===== src/rtl/dds_segment_scheduler_if.sv =====
// Segment-scheduler bus: iteration pulse and chaotic state from the generator
// side, and the load strobe plus per-channel segment parameters to the DDS side.
interface dds_segment_scheduler_if #(
    parameter int PHASE_WIDTH      = 32,
    parameter int PERIOD_NUM_WIDTH = 3
);
    logic                        chaotic_ctrl;
    logic                        ch0_chaotic_valid;
    logic [PHASE_WIDTH-1:0]      ch0_chaotic_x;
    logic [PHASE_WIDTH-1:0]      ch0_chaotic_y;
    logic [PHASE_WIDTH-1:0]      ch0_chaotic_z;
    logic                        ch1_chaotic_valid;
    logic [PHASE_WIDTH-1:0]      ch1_chaotic_x;
    logic [PHASE_WIDTH-1:0]      ch1_chaotic_y;
    logic [PHASE_WIDTH-1:0]      ch1_chaotic_z;
    logic                        seg_ready;
    logic                        seg_load;
    logic [PERIOD_NUM_WIDTH-1:0] ch0_period_num;
    logic [PHASE_WIDTH-1:0]      ch0_phase_init;
    logic [PHASE_WIDTH-1:0]      ch0_phase_end;
    logic [PERIOD_NUM_WIDTH-1:0] ch1_period_num;
    logic [PHASE_WIDTH-1:0]      ch1_phase_init;
    logic [PHASE_WIDTH-1:0]      ch1_phase_end;

    // Scheduler side
    modport master (
        output chaotic_ctrl, seg_load,
        output ch0_period_num, ch0_phase_init, ch0_phase_end,
        output ch1_period_num, ch1_phase_init, ch1_phase_end,
        input  ch0_chaotic_valid, ch0_chaotic_x, ch0_chaotic_y, ch0_chaotic_z,
        input  ch1_chaotic_valid, ch1_chaotic_x, ch1_chaotic_y, ch1_chaotic_z,
        input  seg_ready
    );

    // Generator / DDS side
    modport slave (
        input  chaotic_ctrl, seg_load,
        input  ch0_period_num, ch0_phase_init, ch0_phase_end,
        input  ch1_period_num, ch1_phase_init, ch1_phase_end,
        output ch0_chaotic_valid, ch0_chaotic_x, ch0_chaotic_y, ch0_chaotic_z,
        output ch1_chaotic_valid, ch1_chaotic_x, ch1_chaotic_y, ch1_chaotic_z,
        output seg_ready
    );
endinterface


===== src/rtl/dds_segment_scheduler.sv =====
// Demand-driven segment scheduler for the two-channel chaotic DDS: pulses the
// chaotic generator, captures both channels' state into a one-deep prefetch
// buffer, and loads both DDS channels together once the DDS side is ready.
module dds_segment_scheduler #(
    parameter int PHASE_WIDTH      = 32,
    parameter int PERIOD_NUM_WIDTH = 3,
    parameter int TIMEOUT_WIDTH    = 16,
    parameter int SEG_CNT_WIDTH    = 16
) (
    input  logic                     clk,
    input  logic                     rst,
    input  logic                     enable,
    input  logic [TIMEOUT_WIDTH-1:0] timeout_cycles,
    input  logic                     ch0_mod,
    input  logic                     ch1_mod,
    dds_segment_scheduler_if.master  bus,
    output logic                     busy,
    output logic                     timeout_err,
    output logic [SEG_CNT_WIDTH-1:0] seg_count
);
    localparam int PW  = PHASE_WIDTH;
    localparam int PNW = PERIOD_NUM_WIDTH;

    typedef enum logic [2:0] {IDLE, REQ, WAIT, HOLD, LOAD} state_t;

    state_t                   state;
    logic [1:0]               got;
    logic [TIMEOUT_WIDTH-1:0] timer;
    logic                     to_en;

    // Prefetch buffer holds already-derived parameters, so mod is applied at capture
    logic [1:0][PNW-1:0] buf_pn;
    logic [1:0][PW-1:0]  buf_pi;
    logic [1:0][PW-1:0]  buf_pe;

    logic [1:0]          vld, mods, take, got_nxt;
    logic [1:0][PW-1:0]  cx, cy, cz;
    logic [1:0][PNW-1:0] der_pn;
    logic [1:0][PW-1:0]  der_pi, der_pe;
    logic                unused_x_lsbs;

    assign vld  = {bus.ch1_chaotic_valid, bus.ch0_chaotic_valid};
    assign mods = {ch1_mod, ch0_mod};
    assign cx   = {bus.ch1_chaotic_x, bus.ch0_chaotic_x};
    assign cy   = {bus.ch1_chaotic_y, bus.ch0_chaotic_y};
    assign cz   = {bus.ch1_chaotic_z, bus.ch0_chaotic_z};

    // Only the first valid per channel per attempt is taken, and only in WAIT
    assign take    = (state == WAIT) ? (vld & ~got) : 2'b00;
    assign got_nxt = got | take;

    // Only the period-count MSBs of x carry information
    assign unused_x_lsbs = ^{cx[0][PW-PNW-1:0], cx[1][PW-PNW-1:0]};

    for (genvar n = 0; n < 2; n++) begin : g_ch
        assign der_pn[n] = mods[n] ? cx[n][PW-1 -: PNW] : {PNW{1'b1}};
        assign der_pi[n] = cy[n];
        assign der_pe[n] = mods[n] ? cz[n] : cy[n];
    end

    // Sequencer FSM with registered pulses, buffer capture and output parameter load
    always_ff @(posedge clk) begin
        if (rst) begin
            state              <= IDLE;
            got                <= '0;
            timer              <= '0;
            to_en              <= 1'b0;
            buf_pn             <= '0;
            buf_pi             <= '0;
            buf_pe             <= '0;
            bus.chaotic_ctrl   <= 1'b0;
            bus.seg_load       <= 1'b0;
            bus.ch0_period_num <= '0;
            bus.ch0_phase_init <= '0;
            bus.ch0_phase_end  <= '0;
            bus.ch1_period_num <= '0;
            bus.ch1_phase_init <= '0;
            bus.ch1_phase_end  <= '0;
            busy               <= 1'b0;
            timeout_err        <= 1'b0;
            seg_count          <= '0;
        end else begin
            bus.chaotic_ctrl <= 1'b0;
            bus.seg_load     <= 1'b0;

            for (int n = 0; n < 2; n++) begin
                if (take[n]) begin
                    buf_pn[n] <= der_pn[n];
                    buf_pi[n] <= der_pi[n];
                    buf_pe[n] <= der_pe[n];
                end
            end

            case (state)
                IDLE: begin
                    if (enable) begin
                        state            <= REQ;
                        bus.chaotic_ctrl <= 1'b1;
                        busy             <= 1'b1;
                    end
                end
                REQ: begin
                    got   <= '0;
                    timer <= timeout_cycles;
                    to_en <= (timeout_cycles != '0);
                    state <= WAIT;
                end
                WAIT: begin
                    got <= got_nxt;
                    // Capture wins over an expiry in the same cycle
                    if (&got_nxt) begin
                        state <= HOLD;
                    end else if (to_en && timer == TIMEOUT_WIDTH'(1)) begin
                        // Partial capture is dropped: REQ clears the got flags
                        timeout_err      <= 1'b1;
                        state            <= REQ;
                        bus.chaotic_ctrl <= 1'b1;
                    end else begin
                        timer <= timer - TIMEOUT_WIDTH'(1);
                    end
                end
                HOLD: begin
                    if (bus.seg_ready) begin
                        state              <= LOAD;
                        bus.seg_load       <= 1'b1;
                        bus.ch0_period_num <= buf_pn[0];
                        bus.ch0_phase_init <= buf_pi[0];
                        bus.ch0_phase_end  <= buf_pe[0];
                        bus.ch1_period_num <= buf_pn[1];
                        bus.ch1_phase_init <= buf_pi[1];
                        bus.ch1_phase_end  <= buf_pe[1];
                        seg_count          <= seg_count + SEG_CNT_WIDTH'(1);
                    end
                end
                LOAD: begin
                    if (enable) begin
                        state            <= REQ;
                        bus.chaotic_ctrl <= 1'b1;
                    end else begin
                        state <= IDLE;
                        busy  <= 1'b0;
                    end
                end
                default: begin
                    state <= IDLE;
                    busy  <= 1'b0;
                end
            endcase
        end
    end
endmodule


===== src/flat_wrapper.sv =====
// flat-port wrapper written by rule: the top's interface ports become plain ports
module dds_segment_scheduler_flat 
#(
    parameter int PHASE_WIDTH      = 32,
    parameter int PERIOD_NUM_WIDTH = 3,
    parameter int TIMEOUT_WIDTH    = 16,
    parameter int SEG_CNT_WIDTH    = 16
)
  (clk, rst, enable, timeout_cycles, ch0_mod, ch1_mod, busy, timeout_err, seg_count, bus_chaotic_ctrl, bus_seg_load, bus_ch0_period_num, bus_ch0_phase_init, bus_ch0_phase_end, bus_ch1_period_num, bus_ch1_phase_init, bus_ch1_phase_end, bus_ch0_chaotic_valid, bus_ch0_chaotic_x, bus_ch0_chaotic_y, bus_ch0_chaotic_z, bus_ch1_chaotic_valid, bus_ch1_chaotic_x, bus_ch1_chaotic_y, bus_ch1_chaotic_z, bus_seg_ready);
  dds_segment_scheduler_if #(.PHASE_WIDTH(PHASE_WIDTH), .PERIOD_NUM_WIDTH(PERIOD_NUM_WIDTH)) bus_i ();
  input  logic clk;
  input  logic rst;
  input  logic enable;
  input  logic [TIMEOUT_WIDTH-1:0] timeout_cycles;
  input  logic ch0_mod;
  input  logic ch1_mod;
  output logic busy;
  output logic timeout_err;
  output logic [SEG_CNT_WIDTH-1:0] seg_count;
  output wire logic [$bits(bus_i.chaotic_ctrl)-1:0] bus_chaotic_ctrl;
  output wire logic [$bits(bus_i.seg_load)-1:0] bus_seg_load;
  output wire logic [$bits(bus_i.ch0_period_num)-1:0] bus_ch0_period_num;
  output wire logic [$bits(bus_i.ch0_phase_init)-1:0] bus_ch0_phase_init;
  output wire logic [$bits(bus_i.ch0_phase_end)-1:0] bus_ch0_phase_end;
  output wire logic [$bits(bus_i.ch1_period_num)-1:0] bus_ch1_period_num;
  output wire logic [$bits(bus_i.ch1_phase_init)-1:0] bus_ch1_phase_init;
  output wire logic [$bits(bus_i.ch1_phase_end)-1:0] bus_ch1_phase_end;
  input wire logic [$bits(bus_i.ch0_chaotic_valid)-1:0] bus_ch0_chaotic_valid;
  input wire logic [$bits(bus_i.ch0_chaotic_x)-1:0] bus_ch0_chaotic_x;
  input wire logic [$bits(bus_i.ch0_chaotic_y)-1:0] bus_ch0_chaotic_y;
  input wire logic [$bits(bus_i.ch0_chaotic_z)-1:0] bus_ch0_chaotic_z;
  input wire logic [$bits(bus_i.ch1_chaotic_valid)-1:0] bus_ch1_chaotic_valid;
  input wire logic [$bits(bus_i.ch1_chaotic_x)-1:0] bus_ch1_chaotic_x;
  input wire logic [$bits(bus_i.ch1_chaotic_y)-1:0] bus_ch1_chaotic_y;
  input wire logic [$bits(bus_i.ch1_chaotic_z)-1:0] bus_ch1_chaotic_z;
  input wire logic [$bits(bus_i.seg_ready)-1:0] bus_seg_ready;
  assign bus_chaotic_ctrl = bus_i.chaotic_ctrl;
  assign bus_seg_load = bus_i.seg_load;
  assign bus_ch0_period_num = bus_i.ch0_period_num;
  assign bus_ch0_phase_init = bus_i.ch0_phase_init;
  assign bus_ch0_phase_end = bus_i.ch0_phase_end;
  assign bus_ch1_period_num = bus_i.ch1_period_num;
  assign bus_ch1_phase_init = bus_i.ch1_phase_init;
  assign bus_ch1_phase_end = bus_i.ch1_phase_end;
  assign bus_i.ch0_chaotic_valid = bus_ch0_chaotic_valid;
  assign bus_i.ch0_chaotic_x = bus_ch0_chaotic_x;
  assign bus_i.ch0_chaotic_y = bus_ch0_chaotic_y;
  assign bus_i.ch0_chaotic_z = bus_ch0_chaotic_z;
  assign bus_i.ch1_chaotic_valid = bus_ch1_chaotic_valid;
  assign bus_i.ch1_chaotic_x = bus_ch1_chaotic_x;
  assign bus_i.ch1_chaotic_y = bus_ch1_chaotic_y;
  assign bus_i.ch1_chaotic_z = bus_ch1_chaotic_z;
  assign bus_i.seg_ready = bus_seg_ready;
  dds_segment_scheduler #(.PHASE_WIDTH(PHASE_WIDTH), .PERIOD_NUM_WIDTH(PERIOD_NUM_WIDTH), .TIMEOUT_WIDTH(TIMEOUT_WIDTH), .SEG_CNT_WIDTH(SEG_CNT_WIDTH)) u_core (.clk(clk), .rst(rst), .enable(enable), .timeout_cycles(timeout_cycles), .ch0_mod(ch0_mod), .ch1_mod(ch1_mod), .bus(bus_i), .busy(busy), .timeout_err(timeout_err), .seg_count(seg_count));
endmodule

===== config.mk =====
export PLATFORM = sky130hd
export DESIGN_NAME = dds_segment_scheduler_flat
export DESIGN_NICKNAME = d
export VERILOG_FILES = /design/src/rtl/dds_segment_scheduler_if.sv /design/src/rtl/dds_segment_scheduler.sv /design/src/flat_wrapper.sv
export SDC_FILE = /design/constraint.sdc
export NUM_CORES = 1
export LEC_CHECK = 0
export ABC_AREA = 1
export CAP_MARGIN = 20
export CORE_AREA = 3 3 164 166
export DETAILED_ROUTE_END_ITERATION = 16
export DIE_AREA = 0 0 167 169
export MAX_ROUTING_LAYER = met4
export PLACE_DENSITY = 0.77
export RECOVER_POWER = 50
export SETUP_SLACK_MARGIN = 0.02
export SLEW_MARGIN = 10
export SYNTH_ARGS = -nofsm -noshare
export SYNTH_HDL_FRONTEND = slang
export SYNTH_SLANG_ARGS = --single-unit

===== constraint.sdc =====
create_clock -name clk -period 1.95 [get_ports clk]
set_input_delay 0.195 -clock clk [delete_from_list [all_inputs] [get_ports clk]]
set_output_delay 0.195 -clock clk [all_outputs]
set_load 0.01 [all_outputs]

==> impl_summary.md, run 1 <==
Run status
The flow ran to the end, and the final reports show no timing, DRC or antenna violations.

Setup path
The largest single stage delay on the critical path is 350 ps. The critical register-to-register path endpoint is u_core.buf_pi[27]. The worst reg-to-reg setup slack is 140 ps. The number of cells on the worst reg-to-reg path is 8.

The worst endpoint required time is 2410 ps. The number of buffers and inverters on the critical path is 3. STA puts the critical path data arrival time at roughly 2300 ps. The category of the most critical setup path is reg -> reg. The startpoint of the worst register-to-register path is u_core.state[2]. The kind of launch point of the worst setup path is a flop. The slowest stage of the critical path belongs to the cell sky130_fd_sc_hd__dfxtp_1. The launching instance or port of the critical path is u_core.state[2]. The kind of cell adding the most delay to the critical path is simple AND/OR/NAND/NOR gates. In this run the worst path has a maximum fanout of 28. The nature of the critical path endpoint is a flop. The critical path goes through nor2_2, nand2_2, nor3_4, buf_12, inv_1, buf_12, nor2_1, nor2_1.

Timing
The maximum clock frequency is 554 MHz. Final hold analysis gives a worst-case slack of 29.8 ps. The clock tree skew after final layout is 8.94 ps. The total negative slack for setup checks is 0 ps. The final-report hold violation count is 0.

Setup violations remaining at the end of the flow were counted as 0. In this run the tightest slew margin relative to its limit is 51.3%. Setup repair after global routing left no endpoint under its margin. At the pin with the least slew margin, the transition time is 730 ps.

The worst path needs 1810 ps of the cycle, external delays included. The number of slew-limit violations in the final report is 0. The fraction of the cycle the final worst path needs is between 90 and 100%.

Min path
The path class of the tightest hold or removal check is in -> reg. In this run the most critical hold path is launched from rst. The sink of the worst hold path is u_core.timeout_err. The worst hold path cell count is 2.

Global route
Global routing finished with a remaining overflow of 0. The pin count of the biggest net entering global routing is 95. The number of global-route vias before repair was 11,300. The number of antenna violations at the first check in global routing is 1. The first global-routing pass estimated 56.6 mm of wire. Global routing used between 20% and 30% of the available tracks.

Die
The die outline area is 28,200 um^2. The count of boundary I/O pins is 370. In this run the core area contains 59 standard-cell rows. From left edge to right edge, the die measures between 150 and 200 um.

Once the floorplan was initialized, standard cells occupied 46.4% of the core. The die height is 169 um. The region available for standard cell placement spans between 20,000 and 30,000 um^2.

Route
For this run, the detailed router's first-pass iteration total came to 5. The number of design-rule violations left by the first detailed-router iteration is 933. The number of DRC violations after detailed routing is 0.

After detailed routing, the total wire length is 35.4 mm. In this run the remaining antenna-violating nets after routing total 0. Dividing the detail-routed wire length by the instance count gives between 15 and 20 um. The via count of the routed design is 11,800.

The detail-routed via count per cell is 5.25.

Synthesis
The total nets after synthesis is 1,838. Sorting the synthesized cells by how often they occur yields sky130_fd_sc_hd__nand2_1 (501), sky130_fd_sc_hd__dfxtp_1 (310), sky130_fd_sc_hd__nor2_1 (192). Yosys attributes the largest share of cell area to sky130_fd_sc_hd__dfxtp_1 (52%), sky130_fd_sc_hd__nand2_1 (16%), sky130_fd_sc_hd__a21oi_1 (6.8%).

The cell area that synthesis handed to floorplanning was roughly 12,000 um^2. The distinct cell type count of the synthesized netlist is 38. Averaged over all synthesized cells, the footprint is ~7.4 um^2. For this run, asynchronously set or reset flops after synthesis account for 0%.

After synthesis, flip-flops and latches occupy 52.0% of the total area. The count of state elements after synthesis is 310. During synthesis, Yosys emitted a total of 0 warnings. The cell count after synthesis is 1,619. Yosys mapped a number of flops with a built-in enable equal to 0.

The most instantiated library cell after synthesis is sky130_fd_sc_hd__nand2_1. The leading area contributor after synthesis is sky130_fd_sc_hd__dfxtp_1. Of the post-synthesis cell area, the dominant cell type holds around half. The most instantiated flip-flop cell in the synthesis netlist is sky130_fd_sc_hd__dfxtp_1.

CTS
The count of hold-fix buffers inserted at cts is 0. CTS built an H-tree with a depth of 1. The tree is rooted in a sky130_fd_sc_hd__clkbuf_16.

Counting every sink on the clock net gives 310. The CTS tree is built. In this run, CTS created clock tree buffers numbering 31. Clock-pin slew was measured on the worst setup and hold paths at 60 ps.

No sink is reached through more buffers than the 3 on the longest clock path. For the worst-skew pair, the clock arrives at the later sink with an insertion delay of 560 ps.

Placed design
Once placement completed, the tool counted placed cells totaling about 2,200. Summed over all nets, the half-perimeter wirelength after detailed placement is between 20 and 25 mm. The total of buffers placed on input and output ports is slightly above 300. The congestion estimate from routability-driven global placement came to between 0.8 and 0.9. In this run the cell area measured after placement is 15,400 um^2.

Power and ir drop
Power spread over the standard cell area amounts to 978 nW/um^2. The worst-case IR drop observed on VDD is 652 uV. The reported leakage power is 6.40 nW.

Layout
The non-filler instance count after layout is 2,248. The post-route netlist has ~5.1% of its cells at a drive strength greater than 1. After the last flow step, the layout net total stands at 2,106. Compared with the post-synthesis result, the final layout area differs by 38.2%. After routing the design area is 16,500 um^2.

Job
Across the run, the number of max-cap violations was 0.
==> worst reg2reg max path, stage by stage (launching register included) <==
cell and delay (ps):
sky130_fd_sc_hd__dfxtp_1 350, sky130_fd_sc_hd__nor2_2 170, sky130_fd_sc_hd__nand2_2 150, sky130_fd_sc_hd__nor3_4 200
sky130_fd_sc_hd__buf_12 200, sky130_fd_sc_hd__inv_1 200, sky130_fd_sc_hd__buf_12 220, sky130_fd_sc_hd__nor2_1 160
sky130_fd_sc_hd__nor2_1 60
==> how the worst max path moves through the flow <==
| stage | end | cells past startpoint |
|---|---|---|
| final | u_core.buf_pi[27] | 8 |
| after global routing | u_core.bus.ch1_phase_init[7] | 6 |
| after CTS | u_core.timer[1] | 9 |
| after detailed placement | u_core.bus.ch1_phase_end[9] | 6 |
| after global placement | u_core.bus.ch1_phase_init[13] | 6 |
| after floorplan | u_core.seg_count[14] | 8 |
==> cells in the final DEF (no fill, tap or decap), types with 8 or more instances in the layout <==
| cell | n |
|---|---|
| sky130_fd_sc_hd__nand2_1 | 500 |
| sky130_fd_sc_hd__dfxtp_1 | 309 |
| sky130_fd_sc_hd__clkdlybuf4s50_1 | 258 |
| sky130_fd_sc_hd__nor2_1 | 192 |
| sky130_fd_sc_hd__a21oi_1 | 162 |
| sky130_fd_sc_hd__o21ai_0 | 160 |
| sky130_fd_sc_hd__a31oi_1 | 65 |
| sky130_fd_sc_hd__dlygate4sd3_1 | 52 |
| sky130_fd_sc_hd__inv_1 | 41 |
| sky130_fd_sc_hd__clkbuf_16 | 31 |
| sky130_fd_sc_hd__nand3_1 | 25 |
| sky130_fd_sc_hd__buf_4 | 21 |
| sky130_fd_sc_hd__nor3_1 | 12 |
| sky130_fd_sc_hd__clkbuf_8 | 9 |
| sky130_fd_sc_hd__clkbuf_1 | 8 |
| sky130_fd_sc_hd__buf_12 | 8 |
==> power breakdown <==
part	switching, mW	leakage, nW	internal (mW)
Sequential	0.304	2.51	6.81
Clock	2.52	0.549	3.93
Combinational	1.55	3.34	1.03
Total	4.38	6.40	11.8
==> through the flow <==
| step | setup slack (ps) | power [mW] | util [%] |
|---|---|---|---|
| finish | 144 | 16.1 | 64.1 |
| global route | 22.1 | 16.9 | 64.1 |
| CTS | 122 | 16.3 | 64.2 |
| detailed placement | 67.4 | 9.79 | 59.8 |
| global placement | 110 | 9.73 | 59.8 |
| floorplan | 451 | 8.80 | - |
==> sequential cells by signal (all words and copies together), names as in the netlist, 3 cells and up <==
register and count:
u_core.buf_pe 64, u_core.buf_pi 64, u_core.buf_pn 6, u_core.bus.ch0_period_num 3
u_core.bus.ch0_phase_end 32, u_core.bus.ch0_phase_init 32, u_core.bus.ch1_period_num 3, u_core.bus.ch1_phase_end 32
u_core.bus.ch1_phase_init 32, u_core.seg_count 16, u_core.state 3, u_core.timer 16
==> repair_timing <==
action / CTS / global route
setup endpoints to repair: 0 / 9
setup buffers: 0 / 0
resized for setup: 0 / 3
==> layout make-up <==
class | instances | area, um^2
Clock inverter | 13 | 213
Inverter | 46 | 178
Tap cell | 335 | 419
Sequential cell | 310 | 6210
Timing Repair Buffer | 345 | 3460
Clock buffer | 45 | 918
Multi-Input combinational cell | 1153 | 5120
Antenna cell | 1 | 2.50
Fill cell | 2250 | 9250
==> per-layer routing <==
metal | up-vias | wire [um] | track usage [%]
met5 | - | 0 | -
met4 | 0 | 786 | 5.95
met3 | 64 | 3420 | 6.63
met2 | 485 | 16400 | 40.6
met1 | 5413 | 14800 | 29.9
li1 | 5836 | - | -
==> kinds of logic after synthesis <==
group	after synthesis	synth area share, %
AO/OA/AOI/OAI	396	17.4
XOR/XNOR	3	0.220
adder cells (fa/ha/maj)	3	0.314
buffers and inverters	156	5.25
flip-flops	310	52.0
AND/OR/NAND/NOR	751	24.9
(Power assumes the default switching activity.)
==> run 2: changes to the inputs <==
Clock period 1.95 ns to 2 ns, I/O delays scaled along.
==> run 2 against run 1 <==
Compared with the run above: fmax is 2.3% higher; via count is 0.68% lower; register-to-register slack better by 90 ps; combinational power is 5% lower; global-route usage is 0.50 points higher; routed wire length is 0.93% higher; sequential power is 2% lower; core utilization is 0.092 points lower; clock skew is 6.2 ps higher; cell count is 0.44% lower; first-iteration DRC count is 1.1% higher; critical endpoint is now u_core.timer[6].
==> impl_summary.md, run 2 (synthesis gave the netlist of run 1 again) <==
Route
The top routing layer in use is met4. The aggregate routed wire length is 35.8 mm (+0.93%). The wire length per cell is 16.0 um (+1.4%). The total length of routed met2 wires is 17.0 mm (+3.1%). The wire length on met3 is 3.21 mm (-6.1%). The via count of the routed design is 11,700 (-0.68%). The remaining antenna violation count after routing is 0 (unchanged). The routed length on met1 is 14.8 mm (-0.10%). The number of DRC violations after detailed routing is 0 (unchanged). The number of design-rule violations left by the first detailed-router iteration is 943 (+1.1%). The number of optimization iterations in the first detailed-route pass is 9 (+4). The detail-routed via count per cell is 5.24 (-0.23%).

Setup path
The arrival time at the worst endpoint came to 2110 ps (-150 ps). Walking the worst path, the cells encountered are nor2_2, nand2_2, inv_1, nand3_4, nand2_4, nand2_1, nand2_1, nor2_1. The delay of the slowest critical-path stage is 400 ps (+50 ps). The slowest stage cell on the critical path is sky130_fd_sc_hd__dfxtp_1. The number of buffers and inverters on the critical path is 1 (-2). The worst reg-to-reg setup slack is 230 ps (+90 ps). The kind of cell with the highest combined delay along the critical path is simple AND/OR/NAND/NOR gates. STA classifies the critical path startpoint as a flop. The most frequent cell on the critical path is sky130_fd_sc_hd__nand2_1. The largest fanout on the critical path is 15 (-46%). The worst endpoint required time is 2340 ps (-70 ps).

The nature of the critical path endpoint is a flop. The category of the most critical setup path is reg -> reg.

CTS
The post-CTS setup buffer count is 0 (unchanged). The maximum clock path buffer count is 3 (unchanged). The CTS tree is built. The H-tree depth is 2 (+1). The number of gates given a new drive strength after cts was 0 (unchanged). The root buffer cell is sky130_fd_sc_hd__clkbuf_16. The clock insertion delay at the later pin of the skew report is 500 ps (-60 ps). The count of hold-fix buffers inserted at cts came to 0 (unchanged). The clock transition time at the flip-flop clock pins of the worst setup and hold paths is 60 ps (about the same).

The number of sinks handled by clock tree synthesis is 310 (unchanged). The CTS buffer count was 34 (+9.7%).

Global route
The pin count of the biggest net entering global routing came to 158 (+66%). The number of antenna violations at the first check in global routing was 0 (-1). The total global routing overflow was 0 (unchanged).

The total track usage is 25.0% (+0.50 points). The number of global-route vias before repair is 11,300 (-0.12%). The global-route wire length before repair came to 57.5 mm (+1.6%).

Die
The x dimension of the die is 167 um (unchanged). The count of boundary I/O pins came to 370 (unchanged). The die outline area is 28,200 um^2 (unchanged).

The starting density of the core was 46.4% (unchanged). The core outline area is 25,800 um^2 (unchanged). The die height is 169 um (unchanged). The site row count was 59 (unchanged).

Timing
The max-slew headroom at the worst pin is 39.8% (-12 points). The fraction of the cycle the final worst path needs is 88.3% (-4.3 points). The maximum clock frequency is 566 MHz (+2.3%).

The slew at the pin closest to its max-slew limit is 903 ps (+173 ps). Setup repair after global routing left no endpoint under its margin. The number of slew-limit violations in the final report is 0 (unchanged). The final-report hold violation count came to 0 (unchanged).

The clock tree skew after final layout is 15.1 ps (+6.17 ps). The minimum setup slack in the final design was 233 ps (+89.9 ps). The time the final worst path needs with I/O delays and setup is 1770 ps (-39.9 ps). The count of endpoints failing setup in the final report is 0 (unchanged). The total negative slack for setup checks is 0 ps (unchanged).

Placed design
The total of buffers placed on input and output ports is 311 (unchanged). The placement-stage worst setup slack is 95.3 ps (+27.9 ps). The HPWL reported at the end of detailed placement is 23.2 mm (-0.74%). The last weighted congestion value of the routability-driven placer is 0.860 (-1.2%).

The cell area after placement was 15,300 um^2 (-0.42%).

Min path
The class of the tightest hold or removal check is in -> reg.

Layout
The final non-filler cell area is 16,500 um^2 (-0.14%). The count of antenna diodes in the layout is 0 (-1). The final net count came to 2,097 (-0.43%). In the layout the commonest cells are sky130_fd_sc_hd__nand2_1 (501), sky130_fd_sc_hd__dfxtp_1 (310), sky130_fd_sc_hd__nor2_1 (192). The number of filler cells placed in the layout was 2,222 (-1.2%). The post-synthesis to final-layout area growth is 38.0%. The share of cells above drive strength 1 is 4.78% (-0.34 points). The final standard cell utilization of the core was 64.0% (-0.092 points).

The commonest non-fill, non-tap cell in the layout is sky130_fd_sc_hd__nand2_1. The largest registers in the layout are u_core.buf_pe: 64 flops, u_core.buf_pi: 64 flops.

Run status
The run finished with clean final reports.

Job
The number of max-capacitance violations reported is 0 (unchanged).

Power and ir drop
The peak ir drop on the vdd network is 643 uV (-1.4%). The reported leakage power is 6.70 nW (+4.6%). The total power divided by cell area was 953 nW/um^2 (-2.6%).
==> run 2: cell types whose count changed in the layout (fill, tap and decap cells not counted), moves of 3 or more <==
cell	change
sky130_fd_sc_hd__clkdlybuf4s50_1	-89
sky130_fd_sc_hd__dlygate4sd3_1	+89
sky130_fd_sc_hd__bufinv_16	-3
sky130_fd_sc_hd__buf_4	-13
sky130_fd_sc_hd__clkbuf_16	+4
sky130_fd_sc_hd__buf_12	+4
==> run 2: worst paths after layout <==
check / from / end / cells after the start
setup / recovery: u_core.state[0] / u_core.timer[6] / 8
hold / removal: rst / u_core.seg_count[13] / 4
setup reg to reg: u_core.state[0] / u_core.timer[6] / 8
hold reg to reg: u_core.buf_pi[11] / u_core.bus.ch0_phase_init[11] / 2
==> run 2: layout make-up <==
class | instances | area (um^2) | share of cell area, %
Sequential cell | 310 | 6210 | 37.6
Multi-Input combinational cell | 1153 | 5120 | 31.0
Timing Repair Buffer | 333 | 3420 | 20.7
Clock buffer | 51 | 1040 | 6.28
Tap cell | 335 | 419 | 2.54
Inverter | 46 | 176 | 1.07
Clock inverter | 10 | 110 | 0.668
==> run 2: metrics by stage <==
step           cells  hold WS, ps  power, mW
3_5_place_dp    2177          447       9.52
5_1_grt         2238          203       16.5
2_1_floorplan   1619          335       8.58
6_report        2238          171       15.7
3_3_place_gp    2177          442       9.45
4_1_cts         2238          149       15.8
==> run 2: report_power, final <==
part / switching, mW / internal, mW
clock network: 2.45 / 3.85
logic: 1.49 / 0.977
registers: 0.305 / 6.64
total: 4.24 / 11.5
==> run 2: worst min-delay path: cells and delay by family <==
kind          cells  cell delay (ps)
simple gates      2              140
buf+inv           2              260
==> run 2: per-layer routing <==
metal	track usage, %	vias to the layer above
li1	-	5819
met1	30.3	5382
met2	40.8	454
met3	6.91	63
met4	7.42	0
met5	-	-
